`config.mk`:
```
export PLATFORM = sky130hd
export DESIGN_NAME = div_seq
export DESIGN_NICKNAME = d
export VERILOG_FILES = /design/src/rtl/div_pkg.sv /design/src/rtl/div_step.sv /design/src/rtl/div_seq.sv
export SDC_FILE = /design/constraint.sdc
export NUM_CORES = 1
export LEC_CHECK = 0
export CAP_MARGIN = 15
export CORE_ASPECT_RATIO = 1.2
export CORE_MARGIN = 5
export CORE_UTILIZATION = 60
export DETAILED_ROUTE_END_ITERATION = 7
export PLACE_DENSITY_LB_ADDON = 0.3
export SLEW_MARGIN = 20
export SYNTH_ARGS = -nofsm -noshare
export SYNTH_HDL_FRONTEND = slang
export SYNTH_SLANG_ARGS = --single-unit
```
`constraint.sdc`:
```
create_clock -name clk -period 5.2 [get_ports clk]
set_input_delay 0.78 -clock clk [delete_from_list [all_inputs] [get_ports clk]]
set_output_delay 0.78 -clock clk [all_outputs]
set_load 0.01 [all_outputs]
```
`src/rtl/div_pkg.sv`:
```
// Shared types and helpers for the iterative divider: FSM state encoding,
// the divide-by-zero quotient pattern and two's-complement magnitude helpers.
package div_pkg;

  typedef enum logic [1:0] {IDLE, CALC, FIX, DONE} div_st_t;

  // Helpers work on a 64-bit word; callers sign-extend in and truncate out,
  // so any operand width up to 64 bits is covered.
  localparam int DIV_WMAX = 64;
  typedef logic [DIV_WMAX-1:0] div_word_t;

  localparam div_word_t DIV_ALL1 = '1;

  function automatic div_word_t neg(input div_word_t v);
    return ~v + div_word_t'(1);
  endfunction

  function automatic div_word_t abs_val(input div_word_t v);
    return v[DIV_WMAX-1] ? neg(v) : v;
  endfunction

endpackage

```
`src/rtl/div_step.sv`:
```
// One restoring-division step: shift the next dividend bit into the
// accumulator and subtract the divisor when it fits.
module div_step #(
  parameter int DSZ = 32
) (
  input  logic [DSZ:0]   acc,
  input  logic           dmsb,
  input  logic [DSZ-1:0] dvs,
  output logic [DSZ:0]   acc_nxt,
  output logic           qbit
);

  logic [DSZ+1:0] sh;
  logic [DSZ:0]   diff;

  always_comb begin
    sh   = {acc, dmsb};
    qbit = (sh >= {2'b00, dvs});
    // When the subtraction is taken the result is below 2^DSZ, so the
    // truncated difference is exact.
    diff    = sh[DSZ:0] - {1'b0, dvs};
    acc_nxt = qbit ? diff : sh[DSZ:0];
  end

endmodule

```
`src/rtl/div_seq.sv`:
```
// Iterative radix-2 restoring divider, one quotient bit per cycle, valid/ready
// on both sides. Define DIV_SIGNED_EN to honour sgn (truncating signed divide).
module div_seq
  import div_pkg::*;
#(
  parameter int DSZ = 32,
  parameter int CSZ = $clog2(DSZ) + 1
) (
  input  logic           clk,
  input  logic           rst_n,
  input  logic           in_valid,
  output logic           in_ready,
  input  logic           sgn,
  input  logic [DSZ-1:0] x,
  input  logic [DSZ-1:0] y,
  output logic           out_valid,
  input  logic           out_ready,
  output logic [DSZ-1:0] q,
  output logic [DSZ-1:0] r,
  output logic           dbz,
  output logic           busy
);

  div_st_t        st_q, st_d;
  logic [DSZ:0]   acc_q, acc_d;
  logic [DSZ-1:0] dvd_q, dvd_d;
  logic [DSZ-1:0] dvs_q, dvs_d;
  logic [CSZ-1:0] cnt_q, cnt_d;
  logic [DSZ-1:0] q_q, q_d;
  logic [DSZ-1:0] r_q, r_d;
  logic           dbzp_q, dbzp_d;
  logic           dbz_q, dbz_d;
  logic           ov_q, ov_d;

  logic [DSZ-1:0] x_mag, y_mag;
  logic [DSZ:0]   step_acc;
  logic           step_qbit;

`ifdef DIV_SIGNED_EN
  logic qneg_q, qneg_d;
  logic rneg_q, rneg_d;

  always_comb begin
    x_mag = sgn ? DSZ'(abs_val(div_word_t'($signed(x)))) : x;
    y_mag = sgn ? DSZ'(abs_val(div_word_t'($signed(y)))) : y;
  end
`else
  logic sgn_unused;
  assign sgn_unused = sgn;

  always_comb begin
    x_mag = x;
    y_mag = y;
  end
`endif

  // The dividend register doubles as the quotient: its MSB is shifted into
  // the accumulator while the new quotient bit enters at the LSB.
  div_step #(.DSZ(DSZ)) u_step (
    .acc     (acc_q),
    .dmsb    (dvd_q[DSZ-1]),
    .dvs     (dvs_q),
    .acc_nxt (step_acc),
    .qbit    (step_qbit)
  );

  always_comb begin
    st_d   = st_q;
    acc_d  = acc_q;
    dvd_d  = dvd_q;
    dvs_d  = dvs_q;
    cnt_d  = cnt_q;
    q_d    = q_q;
    r_d    = r_q;
    dbzp_d = dbzp_q;
    dbz_d  = dbz_q;
    ov_d   = ov_q;
`ifdef DIV_SIGNED_EN
    qneg_d = qneg_q;
    rneg_d = rneg_q;
`endif
    case (st_q)
      IDLE: begin
        if (in_valid) begin
          if (y == '0) begin
            st_d   = DONE;
            dvd_d  = DSZ'(DIV_ALL1);
            acc_d  = {1'b0, x};
            dbzp_d = 1'b1;
          end else begin
            st_d   = CALC;
            acc_d  = '0;
            dvd_d  = x_mag;
            dvs_d  = y_mag;
            cnt_d  = '0;
            dbzp_d = 1'b0;
`ifdef DIV_SIGNED_EN
            qneg_d = (x[DSZ-1] ^ y[DSZ-1]) & sgn;
            rneg_d = x[DSZ-1] & sgn;
`endif
          end
        end
      end
      CALC: begin
        acc_d = step_acc;
        dvd_d = {dvd_q[DSZ-2:0], step_qbit};
        cnt_d = cnt_q + CSZ'(1);
        if (cnt_q == CSZ'(DSZ - 1)) begin
          st_d = FIX;
        end
      end
      FIX: begin
`ifdef DIV_SIGNED_EN
        if (qneg_q) begin
          dvd_d = DSZ'(neg(div_word_t'(dvd_q)));
        end
        if (rneg_q) begin
          acc_d = {1'b0, DSZ'(neg(div_word_t'(acc_q[DSZ-1:0])))};
        end
`endif
        st_d = DONE;
      end
      DONE: begin
        // First DONE cycle loads the result; out_ready only counts once
        // out_valid is already high.
        if (!ov_q) begin
          q_d   = dvd_q;
          r_d   = acc_q[DSZ-1:0];
          dbz_d = dbzp_q;
          ov_d  = 1'b1;
        end else if (out_ready) begin
          ov_d = 1'b0;
          st_d = IDLE;
        end
      end
      default: st_d = IDLE;
    endcase
  end

  always_ff @(posedge clk or negedge rst_n) begin
    if (!rst_n) begin
      st_q   <= IDLE;
      acc_q  <= '0;
      dvd_q  <= '0;
      dvs_q  <= '0;
      cnt_q  <= '0;
      q_q    <= '0;
      r_q    <= '0;
      dbzp_q <= 1'b0;
      dbz_q  <= 1'b0;
      ov_q   <= 1'b0;
`ifdef DIV_SIGNED_EN
      qneg_q <= 1'b0;
      rneg_q <= 1'b0;
`endif
    end else begin
      st_q   <= st_d;
      acc_q  <= acc_d;
      dvd_q  <= dvd_d;
      dvs_q  <= dvs_d;
      cnt_q  <= cnt_d;
      q_q    <= q_d;
      r_q    <= r_d;
      dbzp_q <= dbzp_d;
      dbz_q  <= dbz_d;
      ov_q   <= ov_d;
`ifdef DIV_SIGNED_EN
      qneg_q <= qneg_d;
      rneg_q <= rneg_d;
`endif
    end
  end

  assign in_ready  = (st_q == IDLE);
  assign busy      = (st_q != IDLE);
  assign out_valid = ov_q;
  assign q         = q_q;
  assign r         = r_q;
  assign dbz       = dbz_q;

endmodule

```
==> results.py, run 1 <==
metrics = {
    "worst_setup_path": {
        "cp-end-kind": "flop",
        "endpoint": "acc_q[0]",
        "critPathKind": "reg2reg",
        "critPathLaunch": "dvd_q[31]",
        "rr_worst_depth": 12,
        "critPathLaunchType": "flop",
        "crit_fanout": 18,
        "crit_required_ns": 5.51,
        "r2r_slack_ns": 1.68,
        "regToRegEndpoint": "acc_q[0]",
        "regToRegStartpoint": "dvd_q[31]",
        "arrival_ns": 3.84,
    },
    "yosys": {
        "synthAdderAreaFrac_pct": 4.96,
        "yosys_warnings": 0,
        "synthTopCellsByCount": "dfrtp_1, mux2_2, o21ai_0",
        "synth_top_family_by_area": "compound AO/OA/AOI/OAI gates",
        "synth_edf_count": 0,
        "syn_inst": 982,
        "ys_seq_area_share_pct": 44.2,
        "ys_async_sr_fraction_pct": 100,
        "synth_compound_area_share_pct": 17.9,
        "synth.avg_cell_area_um2": 9.92,
        "syn_nets": 1089,
        "synthesis.area_mm2": 0.00974,
        "synth_top_area_share_pct": 44.2,
        "synth_top_area_cell": "dfrtp_1",
        "synth_mux_area_share_pct": 13.4,
        "synth_cell_types": 82,
        "yosys_most_used_dff": "dfrtp_1",
        "synth-xor-area-share_pct": 2.07,
        "synth.area.top_cells": "dfrtp_1, mux2_2, o21ai_0, ha_1, a21oi_1",
        "yosys_register_bits": 172,
        "synth-simple-area-share_pct": 13.1,
        "yosysMostFrequentCell": "dfrtp_1",
    },
    "sta": {
        "hold_viol": 0,
        "period_minus_slack_ns": 3.52,
        "rsz0062_at_grt": "no",
        "tns_ns": 0,
        "slew_viol_final": 0,
        "relSlewSlack_pct": 35.0,
        "fmax_ghz": 0.284,
        "finClkSkew_ns": 0.00814,
        "finalSetupViolCount": 0,
        "setup_ws_ns": 1.68,
        "tightest_slew_ns": 0.968,
        "fin_crit_sh_pct": 67.8,
    },
    "placement": {
        "place_ws_ns": 1.60,
        "io_buffers": 135,
        "gp_congestion": 0.867,
        "place_inst": 1283,
        "hpwl_mm": 17.7,
    },
    "routing": {
        "drt_pass1_iterations": 6,
        "drc": 0,
        "routed_wirelength_mm": 24.7,
        "first_iter_violations": 559,
        "avgRoutedWirePerCell_um": 18.8,
        "route.vias.total": 8086,
        "postRouteAntennaNets": 0,
        "via_per_inst": 6.14,
    },
    "floorplanning": {
        "ioPinCount": 137,
        "die_x_um": 126,
        "coreArea_mm2": 0.0161,
        "rows": 51,
        "die_area_mm2": 0.0189,
        "fp.dieH_um": 150,
        "initial_core_util_pct": 60.6,
    },
    "power_and_ir_drop": {
        "p_sw_mw": 4.02,
        "share_comb_of_total_power_pct": 59.2,
        "power_density_mw_per_mm2": 773,
        "p_clk_share_pct": 13.7,
        "power_frac_seq_pct": 27.1,
        "intPower_mw": 5.07,
        "swShare_pct": 44.2,
        "leakagePower_nw": 5.27,
        "irDropWorstVdd_v": 0.000379,
    },
    "cts": {
        "cts_made_buffers": 17,
        "cts.sinks": 172,
        "cts_setup_buffers": 0,
        "clk_latency_ns": 0.44,
        "clk_pin_slew_worst_paths_ns": 0.07,
        "cts_root_buf": "clkbuf_16",
        "cts_tree": "built",
        "ctsResizeCount": 0,
        "cts-hold-fix-buffers": 0,
        "h-tree-depth": 4,
        "cts_buffer_depth": 2,
    },
    "run": {
        "drv_cap": 0,
    },
    "outcome": {
        "outcome": "completed",
    },
    "cells_and_area": {
        "num-fill-cells": 1207,
        "area_growth_pct": 20.8,
        "nNetsFinal": 1197,
        "drive_above_1_share_pct": 15.6,
        "fin_cells": 1316,
    },
    "global_routing": {
        "grt_overflow_total": 0,
        "grt_max_degree": 97,
        "grt_first_pass_wirelength_mm": 40.3,
        "globalRouteTotalUtil_pct": 26.6,
        "antenna_found_initial": 1,
        "grt_pass1_vias": 7885,
    },
    "worst_hold_path": {
        "hold_path_class": "in2async",
    },
}
area by class of cell:
class | instances | area [um^2] | area share (%)
inverter | 45 | 169 | 1.44
clock buffer | 18 | 429 | 3.65
timing repair buffer | 144 | 1420 | 12.1
sequential | 172 | 4300 | 36.6
tap | 212 | 265 | 2.26
multi-input combinational | 710 | 5040 | 42.8
clock inverter | 14 | 136 | 1.16
antenna | 1 | 2.50 | 0.0213
critical path: stages (launching register included):
cell and delay (ns):
dfrtp_1 0.37, inv_1 0.19, ha_1 0.21, inv_1 0.05, fa_1 0.42, a211oi_1 0.28
o21ai_1 0.19, a211oi_2 0.29, nor2_4 0.10, a31o_1 0.29, a21oi_4 0.52, mux2i_1 0.15
a221o_1 0.34
worst min-delay path by stage:
stage          depth (start not counted)        end       from  slack [ns]
4_1_cts                                1       q[4]      rst_n        0.46
2_1_floorplan                          1  acc_q[32]  acc_q[32]        0.46
3_5_place_dp                           2      q[31]      q[31]        0.48
5_1_grt                                1       q[4]      rst_n        0.50
6_report                               1       q[4]      rst_n        0.41
3_3_place_gp                           2      q[31]      q[31]        0.46
flip-flops by register name, indices dropped and copies added, names as in the netlist, 2 cells and up:
signal,cells
r,32
dvs_q,32
dvd_q,32
q,32
cnt_q,6
acc_q,33
st_q,2
placed cells by master, fill, tap and decap left out, types with 4 or more instances in the layout:
cell type and instances:
a211oi_1 12, a21o_1 18, a21oi_1 66, a221oi_1 4
a31oi_1 13, and3_1 10, buf_4 9, clkbuf_16 17
clkdlybuf4s50_1 134, dfrtp_1 172, ha_1 37, inv_1 43
inv_6 4, mux2_2 98, mux2i_1 20, nand2_1 89
nand3_1 20, nand4_1 7, nor2_1 53, nor3_1 8
nor3b_1 4, nor4_1 9, o21a_1 5, o21ai_0 95
o21ai_1 4, o22ai_1 10, o31ai_1 4, or3_1 33
xnor2_1 11, xor2_1 12
power by group through the flow:
stage | clock network (mW) | registers (mW) | logic (mW)
after floorplan | 0 | 2.43 | 3.85
after global placement | 0 | 2.45 | 5.18
after detailed placement | 0 | 2.47 | 5.30
after CTS | 1.26 | 2.46 | 5.35
after global routing | 1.32 | 2.54 | 5.90
final | 1.25 | 2.46 | 5.38
cell families (layout without fill, tap and decap cells):
kind of cell	after synthesis	after routing
AOI/OAI and AO/OA	275	275
and+or+nand+nor	256	256
DFF	172	172
muxes	118	118
buffers and inverters	100	221
adders and majority gates	38	38
xor gates and xnor gates	23	23
other	0	1
per-layer routing:
| metal | global-route usage (%) | share of wire [%] | vias up |
|---|---|---|---|
| li1 | - | - | 3775 |
| met2 | 40.6 | 47 | 312 |
| met1 | 37.7 | 44 | 3953 |
| met5 | 0 | 0 | - |
| met3 | 5.36 | 6.4 | 46 |
| met4 | 10.0 | 2.7 | 0 |
metrics by stage:
step           power, mW  instance area (um^2)  util [%]  hold WS [ns]
3_5_place_dp        7.77                 11200      69.6         0.476
6_report            9.09                 11800      73.1         0.409
5_1_grt             9.76                 11800      73.1         0.502
4_1_cts             9.07                 11800      73.1         0.457
3_3_place_gp        7.62                 11200      69.6         0.463
2_1_floorplan       6.29                  9740         -         0.460
Power figures use the tool's default switching activity.
==> inputs of run 2 (changes only) <==
--- a/config.mk
+++ b/config.mk
@@ -8,7 +8,7 @@
 export CAP_MARGIN = 15
 export CORE_ASPECT_RATIO = 1.2
 export CORE_MARGIN = 5
-export CORE_UTILIZATION = 60
+export CORE_UTILIZATION = 56
 export DETAILED_ROUTE_END_ITERATION = 7
 export PLACE_DENSITY_LB_ADDON = 0.3
 export SLEW_MARGIN = 20
==> constraint.sdc (replaced) <==
create_clock -name clk -period 3.3 [get_ports clk]
set_input_delay 0.495 -clock clk [delete_from_list [all_inputs] [get_ports clk]]
set_output_delay 0.495 -clock clk [all_outputs]
set_load 0.01 [all_outputs]
==> run 2 against run 1 <==
Against the previous run:
- clock-buffer cell count increased by 3
- power increased by 64%
- global-route usage decreased by 0.82 points
- critical path depth unchanged
- sequential power increased by 58%
- die area increased by 6.6%
- cell count increased by 1.7%
- critical path type unchanged
- critical endpoint unchanged
- highest routed layer unchanged
==> results.py, run 2 (same netlist as run 1, synthesis figures left out) <==
metrics = {
    "outcome": {
        "outcome": "completed",
    },
    "sta": {
        "finClkSkew_ns": 0.00761,
        "fin_crit_sh_pct": 95.0,
        "period_minus_slack_ns": 3.13,
        "finalSetupViolCount": 0,
        "slew_viol_final": 0,
        "tightest_slew_ns": 0.693,
        "tns_ns": 0,
        "fmax_ghz": 0.319,
        "relSlewSlack_pct": 53.8,
        "hold_viol": 0,
        "rsz0062_at_grt": "no",
    },
    "worst_hold_path": {
        "hold_path_class": "in2async",
    },
    "worst_setup_path": {
        "regToRegStartpoint": "dvd_q[31]",
        "critPathLaunch": "dvd_q[31]",
        "critPathLaunchType": "flop",
        "crit_chain": "inv_1 > ha_1 > inv_1 > fa_2 > a211oi_2 > o21ai_2 > a211oi_2 > nor2_4 > a31o_1 > a21oi_4 > mux2i_1 > a221o_1",
        "arrival_ns": 3.44,
        "crit_required_ns": 3.60,
        "crit_fanout": 4,
        "cpPeakStageDelay_ns": 0.38,
        "critical-path-top-delay-family": "compound AO/OA/AOI/OAI gates",
        "cp-end-kind": "flop",
        "crit_slowest_cell": "fa_2",
        "worstPathBufferInverterCount": 2,
        "critPathKind": "reg2reg",
    },
    "run": {
        "drv_cap": 0,
    },
    "cells_and_area": {
        "fin_cells": 1338,
        "largest-register": "acc_q",
        "area_growth_pct": 23.9,
        "drive_above_1_share_pct": 17.3,
        "layout_commonest_cell": "dfrtp_1",
        "register_area_mm2": 0.00430,
        "multi_input_area_mm2": 0.00505,
        "largest_register_ffs": 33,
        "antenna_cells": 0,
        "design_area_mm2": 0.0121,
        "final_cell_mix": "dfrtp_1, clkdlybuf4s50_1, mux2_2",
        "num-fill-cells": 1249,
        "nNetsFinal": 1216,
    },
    "global_routing": {
        "grt_max_degree": 74,
        "met2_usage_pct": 40.4,
        "grt_first_pass_wirelength_mm": 41.6,
        "globalRouteTotalUtil_pct": 25.7,
        "grt_busiest_layer": "met2",
        "antenna_found_initial": 0,
        "grt_pass1_vias": 7985,
        "use_met1_pct": 37.4,
        "grt_overflow_total": 0,
        "grtUsageMet3_pct": 4.21,
    },
    "cts": {
        "h-tree-depth": 4,
        "clk_pin_slew_worst_paths_ns": 0.06,
        "cts_root_buf": "clkbuf_16",
        "cts-hold-fix-buffers": 0,
        "cts_made_buffers": 17,
        "cts_tree": "built",
        "cts_buffer_depth": 2,
        "cts.sinks": 172,
        "clk_latency_ns": 0.42,
    },
    "power_and_ir_drop": {
        "leakagePower_nw": 5.43,
        "power_frac_seq_pct": 26.0,
        "p_sw_mw": 6.39,
        "irDropWorstVdd_v": 0.000590,
        "power_mw": 14.9,
        "power_density_mw_per_mm2": 1230,
        "intPower_mw": 8.50,
        "p_clk_share_pct": 14.2,
        "share_comb_of_total_power_pct": 59.8,
        "swShare_pct": 42.9,
    },
    "floorplanning": {
        "ioPinCount": 137,
        "die_area_mm2": 0.0201,
        "coreArea_mm2": 0.0170,
        "initial_core_util_pct": 57.3,
        "fp.dieH_um": 154,
        "rows": 52,
        "die_x_um": 130,
    },
    "routing": {
        "routed_wirelength_mm": 25.1,
        "avgRoutedWirePerCell_um": 18.8,
        "via_per_inst": 6.07,
        "first_iter_violations": 700,
        "drt_pass1_iterations": 7,
        "drc": 0,
        "postRouteAntennaNets": 0,
        "route.vias.total": 8126,
    },
    "placement": {
        "gp_congestion": 0.899,
        "hpwl_mm": 18.7,
        "io_buffers": 135,
        "place_inst": 1305,
        "postPlaceCellArea_mm2": 0.0114,
    },
}
-- run 2: final cells by class --
cell class / count / share of cell area, %
clock buffer: 21 / 3.90
inverter: 45 / 1.40
timing repair buffer: 163 / 13.7
tap: 216 / 2.24
multi-input combinational: 710 / 41.8
sequential: 172 / 35.7
clock inverter: 11 / 1.29
-- run 2: path summary, 6_finish.rpt --
kind                              to  slack (ns)  cells past startpoint
max                         acc_q[0]        0.17                     12
min                             q[4]        0.03                      1
max reg2reg                 acc_q[0]        0.17                     12
min reg2reg                    r[25]        0.50                      1
max in group asynchronous  dvd_q[13]        2.44                      2
min in group clk               r[25]        0.50                      1
-- run 2: routing by layer --
layer	up-vias	part of all wire [%]
li1	3811	-
met1	3943	45
met2	332	47
met3	40	6.7
met4	0	2.0
met5	-	0
-- run 2: repair_timing --
action                                  CTS  global route
setup buffers                             1             0
endpoints found under the setup margin    2            20
resized for setup                         1             2
pin swaps                                 3             2
-- run 2: metrics by stage --
stage / hold slack, ns / worst slack (ns) / util [%]
2_1_floorplan: 0.199 / 0.513 / -
5_1_grt: 0.0786 / 0.00815 / 71.1
3_5_place_dp: 0.491 / 0.0451 / 67.3
6_report: 0.0338 / 0.165 / 71.1
3_3_place_gp: 0.475 / 0.176 / 67.3
4_1_cts: 0.0711 / 0.0201 / 71.0
-- run 2: power by group through the flow --
stage	Clock [mW]	Combinational [mW]	Sequential, mW
after floorplan	0	6.07	3.83
after global placement	0	8.55	3.85
after detailed placement	0	8.74	3.90
after CTS	2.14	8.82	3.88
after global routing	2.25	9.78	4.01
final	2.11	8.90	3.88
==> inputs of run 3 (changes only) <==
--- a/config.mk
+++ b/config.mk
@@ -10,6 +10,7 @@
 export CORE_MARGIN = 5
 export CORE_UTILIZATION = 56
 export DETAILED_ROUTE_END_ITERATION = 7
+export HOLD_SLACK_MARGIN = 0.06
 export PLACE_DENSITY_LB_ADDON = 0.3
 export SLEW_MARGIN = 20
 export SYNTH_ARGS = -nofsm -noshare
==> results of run 3 <==
Final layout, timing and power as in run 2 (identical DEF).
